[src/rtl/quant_packer.sv]
// quant_packer: packs INT8/INT4 quantized beats into 128-bit words,
// holds one word back to mark the matrix end, and queues words in a FIFO.
`ifndef DATA8_W
`define DATA8_W 8
`endif
`ifndef DATA4_W
`define DATA4_W 4
`endif
`ifndef VL
`define VL 16
`endif
`ifndef TRUNC_W
`define TRUNC_W 18
`endif
`ifndef INT8
`define INT8 2'd0
`endif
`ifndef INT4
`define INT4 2'd1
`endif
`ifndef INT4_VSQ
`define INT4_VSQ 2'd2
`endif

module quant_packer #(
   parameter int FIFO_D = 4,
   parameter int OUT_W  = `DATA8_W*`VL
) (
   input  logic                       i_clk,
   input  logic                       i_rst_n,
   input  logic [1:0]                 i_mode,
   input  logic                       i_we,
   input  logic [`DATA8_W*`VL-1:0]    i_data,
   input  logic                       i_vec_done,
   input  logic                       i_finish,
   input  logic [`TRUNC_W*`VL-1:0]    i_sf_vsq,
   input  logic [`TRUNC_W-1:0]        i_sf_int4,
   input  logic [`TRUNC_W-1:0]        i_sf_int8,
   output logic                       o_valid,
   input  logic                       i_ready,
   output logic [OUT_W-1:0]           o_data,
   output logic                       o_last,
   output logic                       o_sf_valid,
   output logic [`TRUNC_W*`VL-1:0]    o_sf_data,
   output logic                       o_overflow,
   output logic                       o_mode_err
);

   localparam int HW   = OUT_W / 2;
   localparam int AW   = $clog2(FIFO_D);
   localparam int SF_W = `TRUNC_W*`VL;
   localparam logic [AW:0] DEPTH = (AW+1)'(FIFO_D);

   logic             is_int4;
   logic             word_done;
   logic [OUT_W-1:0] word;
   logic             half_pending;
   logic [HW-1:0]    half_data;
   logic             stage_valid;
   logic [OUT_W-1:0] stage_data;
   logic             flush_valid;
   logic [OUT_W-1:0] flush_data;
   logic             push;
   logic             push_last;
   logic [OUT_W-1:0] push_data;
   logic             push_ok;
   logic             pop;
   logic             full;
   logic [AW-1:0]    wr_ptr;
   logic [AW-1:0]    rd_ptr;
   logic [AW:0]      count;
   logic [OUT_W-1:0] mem_data [FIFO_D];
   logic [FIFO_D-1:0] mem_last;

   assign is_int4   = (i_mode == `INT4) || (i_mode == `INT4_VSQ);
   assign word_done = i_we && (!is_int4 || half_pending);
   assign word      = is_int4 ? {i_data[HW-1:0], half_data}
                              : i_data[OUT_W-1:0];

   // The padded flush word gets its own slot so the staged word can go first.
   always_comb begin
      push      = 1'b0;
      push_last = 1'b0;
      push_data = stage_data;
      if (flush_valid) begin
         push      = 1'b1;
         push_last = 1'b1;
         push_data = flush_data;
      end else if (i_finish) begin
         if (stage_valid) begin
            push      = 1'b1;
            push_last = !half_pending;
         end else if (half_pending) begin
            push      = 1'b1;
            push_last = 1'b1;
            push_data = {{HW{1'b0}}, half_data};
         end
      end else if (word_done && stage_valid) begin
         push = 1'b1;
      end
   end

   always_ff @(posedge i_clk or negedge i_rst_n) begin
      if (!i_rst_n) begin
         half_pending <= 1'b0;
         half_data    <= '0;
         stage_valid  <= 1'b0;
         stage_data   <= '0;
         flush_valid  <= 1'b0;
         flush_data   <= '0;
         o_mode_err   <= 1'b0;
      end else begin
         flush_valid <= 1'b0;
         if (i_we) begin
            if (is_int4) begin
               half_pending <= !half_pending;
               if (!half_pending) half_data <= i_data[HW-1:0];
            end else if (half_pending) begin
               half_pending <= 1'b0;
               o_mode_err   <= 1'b1;
            end
         end
         if (word_done) begin
            stage_valid <= 1'b1;
            stage_data  <= word;
         end
         if (i_finish) begin
            half_pending <= 1'b0;
            stage_valid  <= 1'b0;
            flush_valid  <= stage_valid && half_pending;
            flush_data   <= {{HW{1'b0}}, half_data};
         end
      end
   end

   assign o_valid = (count != '0);
   assign full    = (count == DEPTH);
   assign pop     = o_valid && i_ready;
   assign push_ok = push && (!full || pop);
   assign o_data  = o_valid ? mem_data[rd_ptr] : '0;
   assign o_last  = o_valid && mem_last[rd_ptr];

   always_ff @(posedge i_clk or negedge i_rst_n) begin
      if (!i_rst_n) begin
         wr_ptr     <= '0;
         rd_ptr     <= '0;
         count      <= '0;
         o_overflow <= 1'b0;
      end else begin
         if (push_ok) wr_ptr <= wr_ptr + AW'(1);
         if (pop)     rd_ptr <= rd_ptr + AW'(1);
         case ({push_ok, pop})
            2'b10:   count <= count + (AW+1)'(1);
            2'b01:   count <= count - (AW+1)'(1);
            default: count <= count;
         endcase
         if (push && !push_ok) o_overflow <= 1'b1;
      end
   end

   always_ff @(posedge i_clk) begin
      if (push_ok) begin
         mem_data[wr_ptr] <= push_data;
         mem_last[wr_ptr] <= push_last;
      end
   end

   always_ff @(posedge i_clk or negedge i_rst_n) begin
      if (!i_rst_n) begin
         o_sf_valid <= 1'b0;
         o_sf_data  <= '0;
      end else begin
         o_sf_valid <= 1'b0;
         unique case (1'b1)
            (i_we && i_vec_done && i_mode == `INT4_VSQ): begin
               o_sf_valid <= 1'b1;
               o_sf_data  <= i_sf_vsq;
            end
            (i_finish && i_mode == `INT4): begin
               o_sf_valid <= 1'b1;
               o_sf_data  <= {{(SF_W-`TRUNC_W){1'b0}}, i_sf_int4};
            end
            (i_finish && i_mode == `INT8): begin
               o_sf_valid <= 1'b1;
               o_sf_data  <= {{(SF_W-`TRUNC_W){1'b0}}, i_sf_int8};
            end
            default: ;
         endcase
      end
   end

endmodule

[config.mk]
export PLATFORM = sky130hd
export DESIGN_NAME = quant_packer
export DESIGN_NICKNAME = d
export VERILOG_FILES = /design/src/rtl/quant_packer.sv
export SDC_FILE = /design/constraint.sdc
export NUM_CORES = 1
export LEC_CHECK = 0
export CAP_MARGIN = 20
export CELL_PAD_IN_SITES_DETAIL_PLACEMENT = 1
export CELL_PAD_IN_SITES_GLOBAL_PLACEMENT = 1
export CORE_AREA = 2 2 347 349
export DETAILED_ROUTE_END_ITERATION = 16
export DIE_AREA = 0 0 349 351
export PLACE_DENSITY_LB_ADDON = 0.1
export SKIP_LAST_GASP = 1
export SLEW_MARGIN = 20
export SYNTH_ARGS = -nofsm -noshare
export SYNTH_HDL_FRONTEND = slang
export SYNTH_SLANG_ARGS = --single-unit
[constraint.sdc]
create_clock -name i_clk -period 4.2 [get_ports i_clk]
set_clock_uncertainty 0.05 [all_clocks]
set_input_delay 0.84 -clock i_clk [delete_from_list [all_inputs] [get_ports i_clk]]
set_output_delay 0.84 -clock i_clk [all_outputs]
set_load 0.1 [all_outputs]
==> results.yml, run 1 <==
floorplan:
  num_rows: 127
  initial_core_util_pct: 36.3
  die_w_um: 349
  pin_count: 881
  die_h_um: 351
  die-area_sq_um: 122000
  core-area_sq_um: 119000
cts:
  cts_hold_buf: 0
  post_cts_buffers: 0
  cts.path.max_buffers: 3
  cts_tree: "done"
  clock-root-buffer: "clkbuf_16"
  clkSlewWorstSetupHoldPaths_ns: 0.06
  h-tree-depth: 3
  cts_buffers: 115
  clock_latency_ns: 0.70
  cts.sinks: 1073
  cts_resized: 0
synth:
  syn_area_sq_um: 43300
  yosysSeqAreaShare_pct: 68.0
  synth_edf_count: 516
  synth_fp_nets: 3174
  ys_async_sr_fraction_pct: 51.9
  avgSynthCellArea_sq_um: 16.0
  yosys_warnings: 0
  synthCells: 2704
  ys_types: 40
  ys_ff_latch: 1073
  synth_ff_type: "dfrtp_1"
worst_setup_path:
  worstPathArrival_ns: 2.93
  reg2reg_from: "half_pending$_DFFE_PN0P_"
  startpoint_type: "register"
  crit_top_cell: "buf_4"
  crit_chain: "or3_4 > buf_4 > and2_1 > buf_4"
  r2r_end: "mem_data[0][19]$_DFFE_PP_"
  worstPathRequired_ns: 3.31
  r2r_cells: 8
  max_stage_delay_ns: 0.81
  crit_slowest_cell: "or3_4"
  rrSetupSlack_ns: 1.36
  crit_type: "reg2out"
  crit_fanout: 73
  end_kind: "output port"
sta:
  final-hold-violation-count: 0
  max_freq_mhz: 262
  tns_ns: 0
  min_period_ns: 3.82
  min_period_over_period_pct: 91.0
  rsz0062_at_grt: "no"
  worst_pin_slew_ns: 1.21
  slew_viol_final: 0
  max_slew_margin_pct: 19.3
  setup_viol_count_final: 0
  hold_slack_ns: 0.186
global_route:
  antenna_found_initial: 41
  grt_pass1_wl_um: 222000
  grt_max_degree: 106
  track_usage_pct: 25.3
  overflow: 0
  grt_pass1_vias: 29600
power:
  peakVddDrop_v: 0.000641
  power_uw: 41300
  p_seq_share_pct: 33.1
  intPower_uw: 23500
  power.clock.fraction_pct: 25.0
  power_leakage_uw: 0.0229
  p_per_area_nw_per_um2: 721
  sw_frac_of_total_pct: 43.1
  p_sw_uw: 17800
  p_comb_share_pct: 41.9
final_layout:
  drive_gt1_share_pct: 19.5
  area_growth_syn_to_layout_pct: 32.5
  nNetsFinal: 4046
  seq_area_sq_um: 29400
  final_cell_mix: "clkdlybuf4s50_1, dfrtp_1, edfxtp_1"
  final_common_cell: "clkdlybuf4s50_1"
  num-fill-cells: 11500
  multi_input_area_sq_um: 12600
detailed_routing:
  vias_per_cell: 5.23
  dr.pass1.iters: 4
  detail_route.wirelength_um: 157000
  ant_nets: 0
  drt_iter0_markers: 1731
  vias: 27400
  post_drt_wl_per_cell_um: 29.9
  drc: 0
place:
  io_buffers: 880
  hpwlAfterDp_um: 115000
  gp_congestion: 0.961
min_path:
  worstHoldPathType: "in2async"
flow_run:
  drv_cap: 0
outcome:
  status: "complete, no violations"
[flip-flops by register name, summed over array words and instances (netlist names), 2 cells and up]
register    cells
mem_last        4
stage_data    128
mem_data      512
count           3
o_sf_data     288
wr_ptr          2
rd_ptr          2
half_data      64
flush_data     64
[through the flow]
step | setup slack (ns) | area, sq um | cells | util [%]
floorplan | 0.324 | 43300 | 2704 | -
global placement | 0.411 | 53400 | 5004 | 44.9
detailed placement | 0.285 | 53400 | 5006 | 44.9
CTS | 0.256 | 57300 | 5225 | 48.1
global route | 0.196 | 57300 | 5231 | 48.1
finish | 0.377 | 57300 | 5240 | 48.2
[area by class of cell]
class                           count  share of cell area (%)
Tap cell                         1548                    3.38
Sequential cell                  1073                    51.4
Clock buffer                      150                    5.50
Clock inverter                     69                    1.20
Timing Repair Buffer              955                    16.5
Antenna cell                       14                  0.0611
Multi-Input combinational cell   1421                    21.9
Inverter                           10                  0.0655
[per-layer routing]
layer | vias to the layer above | GRT usage (%) | part of all wire, %
met2 | 716 | 42.6 | 49
met5 | - | 0 | 0.12
li1 | 12000 | - | -
met4 | 30 | 7.49 | 2.9
met3 | 204 | 7.80 | 7.2
met1 | 14500 | 31.3 | 40
[Yosys cell counts (2+ instances only)]
library cell    n  area share [%]
edfxtp_1      516              36
ha_1            9            0.26
mux4_2        129             6.7
o21bai_1        2           0.035
nand2_1       197             1.7
inv_1           9           0.078
buf_2          61            0.71
xor2_1          2           0.041
buf_6          55             1.4
nand3_1         2           0.023
nand2b_1        2           0.029
or3_1           2           0.029
a221oi_2       10            0.35
nor2_1         37            0.32
buf_1          13            0.11
and2_1        199             2.9
clkbuf_1       61            0.53
xnor2_1         4           0.081
a21oi_1         2           0.023
buf_4           8            0.14
dfrtp_1       557              32
a22o_1        288             5.8
nor2b_1         2           0.029
buf_8           2           0.069
mux2i_1       194             4.5
o21ai_0       192             2.2
a221oi_1        8            0.16
mux2_2        129             3.4
[worst max-delay path, delay by kind of cell (launching register included)]
family	cells	cell delay [ns]
DFF	1	0.44
buffers and inverters	2	0.69
and+or+nand+nor	2	1.03
[power by group through the flow]
stage | Sequential (uW) | Combinational [uW] | Clock [uW]
6_report | 13700 | 17300 | 10300
5_1_grt | 13900 | 18000 | 11000
4_1_cts | 13700 | 17600 | 10600
3_5_place_dp | 13900 | 17500 | 0
3_3_place_gp | 13800 | 17400 | 0
2_1_floorplan | 15100 | 11100 | 0
[how the worst max path moves through the flow]
stage	startpoint	to	slack (ns)
after global placement	i_mode[0]	o_sf_data[163]$_DFFE_PN0P_	0.41
final	count[0]$_DFFE_PN0P_	o_data[98]	0.38
after floorplan	i_mode[0]	mem_data[0][0]$_DFFE_PP_	0.32
after global routing	count[0]$_DFFE_PN0P_	o_data[99]	0.20
after CTS	count[0]$_DFFE_PN0P_	o_data[98]	0.26
after detailed placement	i_mode[0]	o_sf_data[239]$_DFFE_PN0P_	0.29
[cells by family after synthesis]
group | count (synthesis) | share of synthesized area, %
XOR/XNOR | 6 | 0.121
flip-flops | 1073 | 68.0
buffers and inverters | 210 | 3.07
adder cells (fa/ha/maj) | 10 | 0.307
AO/OA/AOI/OAI | 508 | 8.76
multiplexers | 452 | 14.6
AND/OR/NAND/NOR | 445 | 5.12
No activity file was read; power rests on OpenSTA's default activity.
==> run 2, diff against run 1 <==
--- a/config.mk
+++ b/config.mk
@@ -8,9 +8,10 @@
 export CAP_MARGIN = 20
 export CELL_PAD_IN_SITES_DETAIL_PLACEMENT = 1
 export CELL_PAD_IN_SITES_GLOBAL_PLACEMENT = 1
-export CORE_AREA = 2 2 347 349
+export CORE_AREA = 2 2 342 344
+export CTS_BUF_LIST = sky130_fd_sc_hd__clkbuf_4 sky130_fd_sc_hd__clkbuf_8
 export DETAILED_ROUTE_END_ITERATION = 16
-export DIE_AREA = 0 0 349 351
+export DIE_AREA = 0 0 344 346
 export PLACE_DENSITY_LB_ADDON = 0.1
 export SKIP_LAST_GASP = 1
 export SLEW_MARGIN = 20
==> run 2 against run 1 <==
Net effect:
- global-route usage is 1.6 points higher
- total power is 0.93% lower
- hold slack better by 0.20 ns
- non-clock buffer count is 3 lower
- sequential power hardly changed
- wire length is 2.5% higher
- critical path type unchanged
- largest power group unchanged
==> results.yml, run 2 (synthesized netlist as in run 1, its figures left out) <==
outcome:
  status: "complete, no violations"
detailed_routing:
  drt_iter0_markers: 1721
  detail_route.wirelength_um: 161000
  vias_per_cell: 5.28
  dr.pass1.iters: 5
  post_drt_wl_per_cell_um: 30.0
  drc: 0
  vias: 28200
  ant_nets: 0
sta:
  max_slew_margin_pct: 20.8
  slew_viol_final: 0
  min_period_over_period_pct: 95.2
  max_freq_mhz: 250
  tns_ns: 0
  setup_viol_count_final: 0
  hold_slack_ns: 0.391
  final-hold-violation-count: 0
  min_period_ns: 4.00
  rsz0062_at_grt: "no"
  worst_pin_slew_ns: 1.18
floorplan:
  die_w_um: 344
  initial_core_util_pct: 37.5
  die-area_sq_um: 119000
  core-area_sq_um: 115000
  die_h_um: 346
  pin_count: 881
  num_rows: 125
cts:
  clock-root-buffer: "clkbuf_8"
  cts_buffers: 187
  post_cts_buffers: 0
  cts.path.max_buffers: 3
  clock_latency_ns: 0.86
  clkSlewWorstSetupHoldPaths_ns: 0.05
  cts_tree: "done"
  h-tree-depth: 4
  cts.sinks: 1073
  cts_resized: 0
min_path:
  whs_path_depth: 2
  worstHoldPathType: "in2reg"
worst_setup_path:
  startpoint_type: "register"
  worstPathRequired_ns: 3.31
  r2r_cells: 8
  worstPathArrival_ns: 3.11
  end_kind: "output port"
  crit_type: "reg2out"
  crit_fanout: 35
final_layout:
  area_growth_syn_to_layout_pct: 32.4
  final_cell_mix: "clkdlybuf4s50_1, dfrtp_1, edfxtp_1"
  num-fill-cells: 11200
  drive_gt1_share_pct: 23.0
  regMostFlops: "mem_data"
  top_regs: "mem_data (512), o_sf_data (288), stage_data (128)"
  final_area_sq_um: 57300
  final_common_cell: "clkdlybuf4s50_1"
  largest_register_ff_count: 512
  finalNonFillerCells: 5345
  nNetsFinal: 4116
place:
  place_area_sq_um: 53300
  gp_congestion: 1.02
  io_buffers: 880
  place_inst: 4979
  hpwlAfterDp_um: 118000
power:
  peakVddDrop_v: 0.000894
  power_leakage_uw: 0.0232
  p_per_area_nw_per_um2: 714
  power_uw: 40900
global_route:
  antenna_found_initial: 31
  track_usage_pct: 26.9
  grt_pass1_wl_um: 229000
  grt_max_degree: 138
  grt_pass1_vias: 30300
  overflow: 0
flow_run:
  drv_cap: 0
-- run 2: cell count changes in the layout (fill, tap and decap cells not counted), sizes merged, moves of 6 or more --
| cell | change |
|---|---|
| buf | +8 |
| bufinv | -10 |
| clkbuf | +140 |
| clkdlybuf4s50 | -12 |
| clkinv | +10 |
| diode | -6 |
-- run 2: critical path: stages, from the launching register on --
cell and delay [ns]:
dfrtp_4 0.74, buf_12 0.34, mux4_2 0.55, and2_1 0.29, buf_4 0.29
-- run 2: timing repair --
action                                  4_1_cts  5_1_grt
endpoints found under the setup margin        0        1
hold buffers                                  1        0
hold endpoints to repair                     58        0
-- run 2: cell type report --
class | count | area [sq um] | area share, %
multi-input combinational | 1422 | 12600 | 22.0
clock inverter | 66 | 403 | 0.703
clock buffer | 290 | 3550 | 6.20
sequential | 1073 | 29400 | 51.4
tap | 1524 | 1910 | 3.33
timing repair buffer | 952 | 9330 | 16.3
antenna | 8 | 20.0 | 0.0350
inverter | 10 | 37.5 | 0.0655
-- run 2: final timing paths --
check | slack (ns) | startpoint | end
worst max register to register | 1.25 | half_pending$_DFFE_PN0P_ | mem_data[0][123]$_DFFE_PP_
max in group asynchronous | 2.53 | i_rst_n | o_sf_data[251]$_DFFE_PN0P_
worst min-delay path | 0.39 | i_finish | flush_data[56]$_DFFE_PN0P_
min in group asynchronous | 0.57 | i_rst_n | o_sf_data[70]$_DFFE_PN0P_
worst max-delay path | 0.20 | rd_ptr[0]$_DFFE_PN0P_ | o_data[56]
worst min register to register | 0.42 | stage_data[90]$_DFFE_PN0N_ | stage_data[90]$_DFFE_PN0N_
-- run 2: where the power goes --
part	leakage, uW	total (uW)	switching, uW	internal [uW]
clock network	0.00210	9960	4430	5530
logic	0.00922	17200	12700	4540
registers	0.0118	13700	918	12800
-- run 2: metrics by stage --
step	setup slack [ns]	utilization, %
finish	0.201	49.6
floorplan	0.324	-
detailed placement	0.357	46.2
CTS	0.0535	49.6
global placement	0.408	46.2
global route	0.00629	49.6
-- run 2: per-layer routing --
metal  global-route usage [%]  vias up  part of all wire [%]
met4                     8.96       36                   3.2
met1                     34.4    14900                    41
li1                         -    12200                     -
met5                        0        -                  0.15
met3                     7.92      263                   7.0
met2                     43.7      900                    49
==> run 3, diff against run 2 <==
--- a/config.mk
+++ b/config.mk
@@ -13,6 +13,7 @@
 export DETAILED_ROUTE_END_ITERATION = 16
 export DIE_AREA = 0 0 344 346
 export PLACE_DENSITY_LB_ADDON = 0.1
+export RECOVER_POWER = 100
 export SKIP_LAST_GASP = 1
 export SLEW_MARGIN = 20
 export SYNTH_ARGS = -nofsm -noshare
==> run 3 against run 2 <==
Net effect:
- the flow now finishes with violations (capacitance limit, slew limit)
- design area shrank 1.1%
- non-clock buffer count is the same
- global-route usage is the same
- sequential share of layout area grew 0.58 points
- sequential power is essentially flat
- largest cell class unchanged
- count of clock-buffer cells in the layout is the same
- wire length grew 0.31%
- first-iteration DRC count grew 4.5%
- total power shrank 0.83%
- combinational power is essentially flat
==> results.yml, run 3 (synthesized netlist as in run 1, its figures left out) <==
outcome:
  status: "complete, but fails checks"
  failed_checks: "capacitance limit, slew limit"
floorplan:
  pin_count: 881
  die_w_um: 344
  die_h_um: 346
  die-area_sq_um: 119000
  initial_core_util_pct: 37.5
  num_rows: 125
  core-area_sq_um: 115000
detailed_routing:
  drt_iter0_markers: 1799
  detail_route.wirelength_um: 161000
  post_drt_wl_per_cell_um: 30.1
  dr.pass1.iters: 5
  vias_per_cell: 5.31
  vias: 28400
  ant_nets: 0
  drc: 0
final_layout:
  largest_register_ff_count: 512
  final_common_cell: "dfrtp_1"
  final_cell_mix: "dfrtp_1, edfxtp_1, clkdlybuf4s50_1"
  top_regs: "mem_data (512), o_sf_data (288), stage_data (128)"
  regMostFlops: "mem_data"
  drive_gt1_share_pct: 20.7
  area_growth_syn_to_layout_pct: 30.9
  nNetsFinal: 4116
  num-fill-cells: 11300
worst_setup_path:
  worstPathRequired_ns: 3.31
  crit_fanout: 35
  worstPathArrival_ns: 3.11
  startpoint_type: "register"
  crit_type: "reg2out"
  end_kind: "output port"
cts:
  clock_latency_ns: 0.85
  cts_tree: "done"
  h-tree-depth: 4
  cts_buffers: 187
  clock-root-buffer: "clkbuf_8"
  cts.sinks: 1073
  clkSlewWorstSetupHoldPaths_ns: 0.06
  cts.path.max_buffers: 3
sta:
  hold_slack_ns: 0.423
  rsz0062_at_grt: "no"
  max_slew_margin_pct: -102
  min_period_ns: 4.00
  setup_viol_count_final: 0
  slew_viol_final: 228
  tns_ns: 0
  min_period_over_period_pct: 95.2
  max_freq_mhz: 250
  worst_pin_slew_ns: 3.03
  final-hold-violation-count: 0
global_route:
  met2_usage_pct: 43.7
  grt_util_met3_pct: 7.92
  grt_pass1_vias: 30300
  antenna_found_initial: 36
  grt_pass1_wl_um: 229000
  top_usage_layer: "met2"
  track_usage_pct: 26.9
  grtUsageMet1_pct: 34.4
  overflow: 0
  grt_max_degree: 138
min_path:
  worstHoldPathType: "reg2reg"
power:
  peakVddDrop_v: 0.000891
  power_leakage_uw: 0.0233
  p_per_area_nw_per_um2: 716
flow_run:
  drv_cap: 39
place:
  gp_congestion: 1.02
  hpwlAfterDp_um: 118000
  io_buffers: 880
run 3: worst paths after layout:
kind                                                 start                    endpoint  slack [ns]  cells past startpoint
worst max-delay path                 rd_ptr[0]$_DFFE_PN0P_                  o_data[52]        0.20                      4
worst min-delay path            stage_data[91]$_DFFE_PN0N_  stage_data[91]$_DFFE_PN0N_        0.42                      2
worst max register to register       flush_valid$_DFF_PN0_   mem_data[0][70]$_DFFE_PP_        0.35                      5
worst min register to register  stage_data[91]$_DFFE_PN0N_  stage_data[91]$_DFFE_PN0N_        0.42                      2
max in group asynchronous                          i_rst_n  o_sf_data[251]$_DFFE_PN0P_        0.47                      3
min in group asynchronous                          i_rst_n   o_sf_data[70]$_DFFE_PN0P_        1.25                      2
run 3: where the power goes:
part	leakage (uW)	internal, uW	switching, uW
logic	0.00939	4230	12700
clock network	0.00210	5530	4430
registers	0.0118	12800	913
run 3: area by class of cell:
| class | count | area (sq um) | area share [%] |
|---|---|---|---|
| sequential | 1073 | 29400 | 52.0 |
| multi-input combinational | 1422 | 12500 | 22.1 |
| timing repair buffer | 952 | 8760 | 15.5 |
| clock buffer | 290 | 3550 | 6.27 |
| tap | 1524 | 1910 | 3.37 |
| clock inverter | 66 | 403 | 0.711 |
| inverter | 10 | 37.5 | 0.0663 |
| antenna | 12 | 30.0 | 0.0530 |
run 3: critical path, cell delays in order, from the launching register on:
cell and delay, ns:
dfrtp_4 0.75, buf_12 0.34, mux4_2 0.54, and2_1 0.26
clkbuf_4 0.32
run 3: through the flow:
| stage | setup slack, ns | utilization [%] | instance area (sq um) | power, uW | std cells |
|---|---|---|---|---|---|
| 6_report | 0.200 | 49.1 | 56600 | 40600 | 5349 |
| 5_1_grt | 0.00629 | 49.1 | 56600 | 42100 | 5341 |
| 4_1_cts | 0.0535 | 49.6 | 57300 | 41400 | 5336 |
| 3_5_place_dp | 0.357 | 46.2 | 53300 | 31300 | 4979 |
| 3_3_place_gp | 0.408 | 46.2 | 53300 | 31100 | 4979 |
| 2_1_floorplan | 0.324 | - | 43300 | 26200 | 2704 |
run 3: routing by layer:
layer  share of wire [%]  vias to the layer above  wire length (um)
met5                0.15                        -               244
met4                 3.3                       36              5340
met3                 7.1                      266             11400
met2                  49                      938             78500
met1                  41                    15000             65600
li1                    -                    12200                 -
run 3: repair_timing:
| item | in CTS | in global routing |
|---|---|---|
| hold buffers | 1 | 0 |
| setup buffers | 0 | 0 |
| setup endpoints to repair | 0 | 1 |
| gates resized for setup | 0 | 0 |
| hold endpoints to repair | 58 | 0 |
